<file path="src/rtl/uart_tx.sv">
// 8N1 UART transmitter with a fixed CLKS_PER_BIT = FCLK/BAUD bit period.
// Define UART_TX_PARITY_EN to insert an even-parity bit before the stop bit.
//
// state  | meaning
// IDLE   | line high, waiting for tx_start
// START  | driving the start bit (0)
// DATA   | shifting out tx_data[0..7], LSB first
// PARITY | driving the even-parity bit (UART_TX_PARITY_EN only)
// STOP   | driving the stop bit (1)
module uart_tx #(
    parameter int BAUD = 1_000_000,
    parameter int FCLK = 50_000_000
) (
    input  logic       clk,
    input  logic       rst,
    input  logic [7:0] tx_data,
    input  logic       tx_start,
    output logic       tx,
    output logic       tx_idle
);

    localparam int CLKS_PER_BIT = FCLK / BAUD;
    localparam int CNT_W        = (CLKS_PER_BIT > 1) ? $clog2(CLKS_PER_BIT) : 1;
    localparam logic [CNT_W-1:0] CNT_LOAD = CNT_W'(CLKS_PER_BIT - 1);

    generate
        if (FCLK < 2 * BAUD) begin : g_bad_rate
            $error("uart_tx: FCLK must be at least 2*BAUD");
        end
    endgenerate

`ifdef UART_TX_PARITY_EN
    typedef enum logic [2:0] {
        IDLE   = 3'd0,
        START  = 3'd1,
        DATA   = 3'd2,
        PARITY = 3'd3,
        STOP   = 3'd4
    } state_t;
`else
    typedef enum logic [2:0] {
        IDLE  = 3'd0,
        START = 3'd1,
        DATA  = 3'd2,
        STOP  = 3'd4
    } state_t;
`endif

    state_t           state, state_next;
    logic [CNT_W-1:0] bit_cnt, bit_cnt_next;
    logic [2:0]       bit_idx, bit_idx_next;
    logic [7:0]       shreg, shreg_next;
    logic             tx_next;
`ifdef UART_TX_PARITY_EN
    logic             parity_q, parity_next;
`endif

    logic bit_done, last_bit, accept, shift_now;

    assign bit_done  = (bit_cnt == '0);
    assign last_bit  = (bit_idx == 3'd7);
    assign accept    = (state == IDLE) && tx_start;
    assign shift_now = (state == DATA) && bit_done && !last_bit;

    always_ff @(posedge clk) begin
        if (rst) begin
            state    <= IDLE;
            bit_cnt  <= '0;
            bit_idx  <= '0;
            shreg    <= '0;
            tx       <= 1'b1;
            tx_idle  <= 1'b1;
`ifdef UART_TX_PARITY_EN
            parity_q <= 1'b0;
`endif
        end else begin
            state    <= state_next;
            bit_cnt  <= bit_cnt_next;
            bit_idx  <= bit_idx_next;
            shreg    <= shreg_next;
            tx       <= tx_next;
            tx_idle  <= (state_next == IDLE);
`ifdef UART_TX_PARITY_EN
            parity_q <= parity_next;
`endif
        end
    end

    always_comb begin
        state_next = state;
        case (state)
            IDLE:   if (tx_start) state_next = START;
            START:  if (bit_done) state_next = DATA;
`ifdef UART_TX_PARITY_EN
            DATA:   if (bit_done && last_bit) state_next = PARITY;
            PARITY: if (bit_done) state_next = STOP;
`else
            DATA:   if (bit_done && last_bit) state_next = STOP;
`endif
            STOP:   if (bit_done) state_next = IDLE;
            default: state_next = IDLE;
        endcase
    end

    // tx is registered from the next state so the line changes on the same edge as the FSM
    always_comb begin
        shreg_next   = shreg;
        bit_idx_next = bit_idx;
        bit_cnt_next = bit_cnt;
        tx_next      = 1'b1;
`ifdef UART_TX_PARITY_EN
        parity_next  = accept ? ^tx_data : parity_q;
`endif

        if (accept)
            shreg_next = tx_data;
        else if (shift_now)
            shreg_next = {1'b0, shreg[7:1]};

        if (shift_now)
            bit_idx_next = bit_idx + 3'd1;
        else if (state_next != DATA)
            bit_idx_next = '0;

        if (state_next == IDLE)
            bit_cnt_next = '0;
        else if ((state_next != state) || bit_done)
            bit_cnt_next = CNT_LOAD;
        else
            bit_cnt_next = bit_cnt - 1'b1;

        case (state_next)
            START:  tx_next = 1'b0;
            DATA:   tx_next = shreg_next[0];
`ifdef UART_TX_PARITY_EN
            PARITY: tx_next = parity_next;
`endif
            default: tx_next = 1'b1;
        endcase
    end

endmodule

</file>
<file path="config.mk">
export PLATFORM = sky130hd
export DESIGN_NAME = uart_tx
export DESIGN_NICKNAME = d
export VERILOG_FILES = /design/src/rtl/uart_tx.sv
export SDC_FILE = /design/constraint.sdc
export NUM_CORES = 1
export LEC_CHECK = 0
export ABC_AREA = 1
export BUFFER_PORTS_ARGS = -buffer_cell sky130_fd_sc_hd__clkbuf_2
export CORE_MARGIN = 10
export CORE_UTILIZATION = 50
export CTS_CLUSTER_DIAMETER = 150
export CTS_CLUSTER_SIZE = 24
export DETAILED_ROUTE_END_ITERATION = 16
export PLACE_DENSITY = 0.74
export SLEW_MARGIN = 20
export SYNTH_ARGS = -nofsm -noshare
export SYNTH_HDL_FRONTEND = slang
export SYNTH_SLANG_ARGS = --single-unit
</file>
<file path="constraint.sdc">
create_clock -name clk -period 1.4 [get_ports clk]
set_input_delay 0.07 -clock clk [delete_from_list [all_inputs] [get_ports clk]]
set_output_delay 0.07 -clock clk [all_outputs]
set_load 0.02 [all_outputs]
</file>
==> parameters.txt, run 1 <==
Parameter                              Value

Die
  Die W ... 66.1 µm
  Ports placed on the boundary ... 13
  Full die area ... 4380 µm²
  Die Y-Extent ... 66.1 µm
  Cell row count ... 16
  Area of the core region ... 2000 µm²
  Starting utilization of the core area ... 53.2%

STA
  Fmax achieved ... 643 MHz
  Final setup violating endpoints ... 19
  Number of failing hold endpoints at the final stage ... 1
  Total Negative Setup Slacks ... -1150 ps
  Max-slew headroom ... 76.9%
  Final critical-path share of the clock period ... 111%
  Skew final ... 8.23 ps
  Final worst path period need ... 1550 ps
  Actual transition at the worst max-transition pin ... 345 ps
  Unrepaired setup endpoints after global routing ... true
  Final Slew Violations ... 0
  Tightest hold margin ... -1.08 ps
  Post-route setup slack ... -154 ps

CTS
  Buffers from clock root to sink, at most ... 2
  Clock buffer count from CTS ... 3
  H-Tree Depth ... 1
  Latest clock arrival within the worst-skew pair ... 320 ps
  Clock tree from TritonCTS ... built
  Sinks on Clock Net ... 22
  CTS clk-pin slew, worst paths ... 120 ps
  CTS Root Buffer Type ... clkbuf_4

Placement
  Total of buffers placed on input and output ports ... 12
  Placed Instance Area ... 1270 µm²
  Placed cells ... 197
  Final RePlAce weighted congestion ... 0.868
  Half-perimeter wire length after placement ... 1.83 mm

Logic synthesis
  Net count of the mapped netlist ... 158
  Leading cell type by number of instances after synthesis ... nand2_1
  FF+latch count, synth ... 22
  Number of enable-type register cells in the synthesized netlist ... 0
  Largest cells by area after synthesis ... dfxtp_1 (41%), nand2_1 (14%), inv_1 (7.4%)
  Number of instances in the synthesized netlist ... 144
  Leading area contributor after synthesis ... dfxtp_1
  Synth warnings ... 0
  Post-Synthesis Mean Instance Area ... 7.39 µm²
  Mapped Area ... 1060 µm²
  Share of the yosys chip area belonging to registers ... 41.4%
  Commonest cells in the netlist ... nand2_1 (39), dfxtp_1 (22), inv_1 (21), nand3_1 (11), nor2_1 (9)
  Number of distinct standard cells referenced by the synthesized netlist ... 22
  Share of the synthesized area in the top cell type ... 41.4%
  Post-synthesis async set-or-reset flop share ... 0%
  Leading register cell type out of synthesis ... dfxtp_1

Power and ir drop
  Int Pwr ... 1.92 mW
  Power per cell area ... 2130 nW/µm²
  Lkg Pwr ... 0.724 nW
  Clock group share of total power ... 15.2%
  Net switching power of the design ... 1.32 mW
  Sequential group share of total power ... 28.0%
  Share of total power consumed by net switching ... 40.7%
  Logic pwr share ... 56.7%
  Worst vdd ir ... 1.57 mV

Worst setup path
  CP Capture Type ... register
  Worst Setup Path Type ... reg -> reg
  Maximum net fanout on the critical path ... 3
  Arrival time of data at the critical path endpoint ... 1780 ps
  CP Data Required Time ... 1620 ps
  Startpoint types ... register

Drt
  Mean number of vias per cell ... 5.02
  Detailed-route DRC error count ... 0
  Avg WL per Cell ... 12.8 µm
  Total wirelength of the detailed-routed design ... 2.69 mm
  First-pass detailed-route iteration total ... 6
  Detailed-route via count ... 1054
  Initial DRC count ... 39
  Antenna viol nets, final ... 0

Finish
  Finished Cell Area ... 1520 µm²
  Signed area change from the synthesized netlist to the final layout ... 42.8%
  Layout filler cell count ... 149
  Fraction of final layout cells sized beyond drive strength 1 ... 41.5%
  ANT cells ... 0
  Finished Layout Cells ... 210
  Number of nets in the layout ... 198

Flow run
  Number of maximum-capacitance constraint violations ... 0

Run status
  Status ... finished, violations left
  Failing checks ... hold timing, setup timing

GRT
  Via count of the first global-routing pass ... 1000
  Global route total overflow ... 0
  Antenna violations before repair ... 0
  Overall fraction of global-route tracks in use ... 12.5%
  Largest net degree at the start of global routing ... 14
  First-pass GRT wire length ... 4.43 mm

Min path
  Path class of the lowest-slack min-delay path ... in -> reg
## metrics by stage
stage,setup WS [ps],utilization [%],power [mW]
CTS,-87.4,72.9,3.04
finish,-154,75.9,3.24
floorplan,5.95,-,1.81
global route,-199,75.9,3.45
detailed placement,-147,63.6,2.32
global placement,-96.4,63.6,2.28
## final cells by class
cell class / count / area, µm² / share of cell area (%)
Sequential cell: 22 / 445 / 29.3
Multi-Input combinational cell: 99 / 643 / 42.3
Inverter: 22 / 85.1 / 5.60
Tap cell: 27 / 33.8 / 2.22
Clock inverter: 1 / 30.0 / 1.98
Clock buffer: 3 / 22.5 / 1.48
Timing Repair Buffer: 36 / 260 / 17.1
## power groups by stage
stage / combinational, mW / sequential [mW] / clock (mW)
floorplan: 0.901 / 0.914 / 0
global placement: 1.39 / 0.889 / 0
detailed placement: 1.43 / 0.898 / 0
CTS: 1.65 / 0.899 / 0.495
global route: 2.00 / 0.925 / 0.522
finish: 1.84 / 0.908 / 0.492
## final timing paths
path | start | end | slack, ps | cells past startpoint
max | bit_cnt[1] | bit_cnt[1] | -150 | 10
min | tx_data[2] | shreg[2] | -1 | 3
max reg2reg | bit_cnt[1] | bit_cnt[1] | -150 | 10
min reg2reg | shreg[7] | shreg[7] | 470 | 2
## cell usage in the layout (no fill, tap or decap)
master,synthesis,layout
dfxtp_1,22,18
bufinv_16,0,1
nor3_1,2,1
ha_4,0,2
inv_1,21,16
o211ai_1,1,1
inv_2,1,5
nand3_2,4,4
nand2_1,39,36
nor2_4,2,5
inv_4,0,1
nor2_2,2,5
dlygate4sd3_1,0,5
nor3_2,2,3
nand3_1,11,9
buf_6,0,2
buf_4,0,17
clkbuf_4,0,3
nor2_1,9,3
a21oi_1,5,5
xnor2_1,2,2
ha_2,0,1
or2_2,1,1
nand4_1,2,2
nand2_2,5,6
nand2_4,0,2
xor2_1,2,2
dfxtp_2,0,4
clkbuf_2,0,12
o21ai_0,1,1
a31oi_1,6,6
nand3_4,0,2
## layer usage
metal,global-route usage [%],routed length [µm]
met1,13.7,1060
met2,23.2,1450
met3,2.54,133
met4,4.19,46
met5,0,0
## worst max-delay path: stages, from the launching register on
cell and delay, ps:
dfxtp_2 350, inv_2 60, ha_4 140, buf_6 100
nand2_4 50, nor2_4 150, nand3_2 110, a21oi_1 250
nor2_2 90, nand2_4 110, nor2_2 40
## cells by family after synthesis
group,count (synthesis),synth area share [%]
compound gates,13,7.05
xor+xnor,4,3.29
fa+ha+maj,3,3.53
flops,22,41.4
buf+inv,23,8.11
simple gates,79,36.7
## flip-flops by register name (all words and copies together), names as in the netlist
name / cells
shreg: 8
bit_cnt: 6
bit_idx: 3
state: 3
tx: 1
tx_idle: 1
## timing repair
item,in CTS,in global routing
hold buffers,5,0
setup endpoints to repair,19,21
pin swaps,10,9
resized for setup,23,11
setup buffers,1,3
endpoints found under the hold margin,5,0
Power figures use the tool's default switching activity.
==> run 2, diff against run 1 <==
--- a/config.mk
+++ b/config.mk
@@ -8,11 +8,11 @@
 export ABC_AREA = 1
 export BUFFER_PORTS_ARGS = -buffer_cell sky130_fd_sc_hd__clkbuf_2
 export CORE_MARGIN = 10
-export CORE_UTILIZATION = 50
+export CORE_UTILIZATION = 59
 export CTS_CLUSTER_DIAMETER = 150
 export CTS_CLUSTER_SIZE = 24
 export DETAILED_ROUTE_END_ITERATION = 16
-export PLACE_DENSITY = 0.74
+export PLACE_DENSITY = 0.82
 export SLEW_MARGIN = 20
 export SYNTH_ARGS = -nofsm -noshare
 export SYNTH_HDL_FRONTEND = slang
==> constraint.sdc (replaced) <==
create_clock -name clk -period 2 [get_ports clk]
set_input_delay 0.1 -clock clk [delete_from_list [all_inputs] [get_ports clk]]
set_output_delay 0.1 -clock clk [all_outputs]
set_load 0.02 [all_outputs]
==> parameters.txt, run 2 (synthesis gave the netlist of run 1 again) <==
Parameter                              Value

Power and ir drop
  Power after layout ... 1.74 mW
  Worst vdd ir ... 0.652 mV
  Lkg Pwr ... 0.601 nW
  Clock group share of total power ... 19.1%
  Share of total power consumed by net switching ... 40.4%
  Power per cell area ... 1440 nW/µm²
  Int Pwr ... 1.04 mW
  Logic pwr share ... 45.1%
  Net switching power of the design ... 0.702 mW
  Sequential group share of total power ... 35.8%

CTS
  Number of hold buffers added after cts ... 0
  CTS clk-pin slew, worst paths ... 120 ps
  CTS Root Buffer Type ... clkbuf_4
  Buffers from clock root to sink, at most ... 2
  H-Tree Depth ... 1
  Resized cells post-CTS ... 0
  Sinks on Clock Net ... 22
  Post-CTS Setup Bufs ... 0
  Clock buffer count from CTS ... 3
  Clock tree from TritonCTS ... built
  Latest clock arrival within the worst-skew pair ... 310 ps

Worst setup path
  CP Capture Type ... register
  Crit path depth ... 11
  CP Data Required Time ... 2210 ps
  Arrival time of data at the critical path endpoint ... 1790 ps
  R2R Path Start ... bit_cnt[0]
  Most common cell type on the critical path ... nand2_1
  Worst path buffer plus inverter count ... 2
  Worst Setup Path Type ... reg -> reg
  Critical Path Start ... bit_cnt[0]
  Maximum net fanout on the critical path ... 5
  Startpoint types ... register
  Highest cell delay on the worst timing path ... 340 ps
  Critical Path, Cell by Cell ... inv_1 -> ha_1 -> inv_1 -> nor2_1 -> nand3_2 -> nand2_1 -> nand2_1 -> nand2_1 -> nand3_2 -> nand2_2 -> nor2_1
  Depth of the worst register-to-register path ... 11
  Kind of cell adding the most delay to the critical path ... simple AND/OR/NAND/NOR gates
  Slowest cell on crit path ... dfxtp_1

Die
  Die Y-Extent ... 62.5 µm
  Die W ... 62.5 µm
  Area of the core region ... 1730 µm²
  Starting utilization of the core area ... 61.7%
  Ports placed on the boundary ... 13
  Full die area ... 3900 µm²
  Cell row count ... 15

Run status
  Status ... finished clean

Flow run
  Number of maximum-capacitance constraint violations ... 0

Drt
  First-pass detailed-route iteration total ... 4
  Total wirelength of the detailed-routed design ... 2.07 mm
  Detailed-route via count ... 949
  Mean number of vias per cell ... 5.16
  Initial DRC count ... 30
  Antenna viol nets, final ... 0
  Detailed-route DRC error count ... 0
  Avg WL per Cell ... 11.2 µm

STA
  Tightest hold margin ... 9.09 ps
  Total Negative Setup Slacks ... 0 ps
  Final Slew Violations ... 0
  Fmax achieved ... 635 MHz
  Final critical-path share of the clock period ... 78.7%
  Actual transition at the worst max-transition pin ... 280 ps
  Number of failing hold endpoints at the final stage ... 0
  Unrepaired setup endpoints after global routing ... false
  Skew final ... 3.99 ps
  Final setup violating endpoints ... 0
  Final worst path period need ... 1570 ps
  Max-slew headroom ... 81.2%

GRT
  Antenna violations before repair ... 0
  Global route total overflow ... 0
  Via count of the first global-routing pass ... 963
  First-pass GRT wire length ... 3.78 mm
  Largest net degree at the start of global routing ... 14
  Overall fraction of global-route tracks in use ... 11.4%

Finish
  Footprint of the multi-input gates ... 538 µm²
  Layout filler cell count ... 146
  Finished Layout Cells ... 184
  Largest registers ... shreg x8, bit_cnt x6
  ANT cells ... 0
  Most common library cell in the layout ignoring fill and taps ... nand2_1
  Top register by number of flip-flops ... shreg
  Flip-flop and latch area ... 440 µm²
  Most frequent cells in the layout ... nand2_1 (39), dfxtp_1 (22), inv_1 (21), clkbuf_2 (12), nand3_1 (11)
  Number of flip-flops under the largest register name ... 8
  Number of nets in the layout ... 174
  Finished Core Util ... 69.8%
  Fraction of final layout cells sized beyond drive strength 1 ... 20.8%
  Signed area change from the synthesized netlist to the final layout ... 13.2%

Placement
  Placed cells ... 180
  Total of buffers placed on input and output ports ... 12
  Final RePlAce weighted congestion ... 0.835
  Half-perimeter wire length after placement ... 1.74 mm

Min path
  Path class of the lowest-slack min-delay path ... in -> reg
  Worst Min Path Start ... tx_data[7]
  Hold Crit Depth ... 3
## run 2: cell count changes in the layout (fill, tap and decap cells not counted), sizes merged
cell         before  now
dlygate4sd3       5    0
buf              19    0
## run 2: worst reg2reg max path, cell delays in order (launching register included)
cell     delay [ps]
dfxtp_1         340
inv_1            60
ha_1            210
inv_1            50
nor2_1          140
nand3_2         150
nand2_1         120
nand2_1          60
nand2_1          90
nand3_2         130
nand2_2         100
nor2_1           40
## run 2: path summary, 6_finish.rpt
check               endpoint  slack (ps)
setup / recovery  bit_cnt[3]         430
hold / removal      shreg[7]           9
setup reg to reg  bit_cnt[3]         430
hold reg to reg   bit_idx[0]         470
## run 2: power by group through the flow
stage	clock (mW)	combinational, mW	sequential [mW]
final	0.332	0.783	0.622
after global placement	0	0.768	0.625
after CTS	0.340	0.795	0.621
after global routing	0.352	0.900	0.631
after detailed placement	0	0.790	0.631
after floorplan	0	0.619	0.638
## run 2: stage by stage
| stage | setup WS [ps] | cell area, µm² |
|---|---|---|
| 5_1_grt | 220 | 1200 |
| 3_5_place_dp | 434 | 1150 |
| 6_report | 426 | 1200 |
| 4_1_cts | 417 | 1200 |
| 2_1_floorplan | 576 | 1060 |
| 3_3_place_gp | 491 | 1150 |
## run 2: area by class of cell
cell class / count / area share, %
clock buffer: 3 / 1.87
clock inverter: 1 / 2.49
inverter: 22 / 6.85
multi-input combinational: 99 / 44.7
sequential: 22 / 36.6
tap: 25 / 2.60
timing repair buffer: 12 / 4.98
## run 2: metal layers
layer  GRT usage (%)  share of wire (%)
met1            13.0                 45
met2            20.0                 49
met3            1.79                3.7
met4            5.31                1.9
met5               0                  0
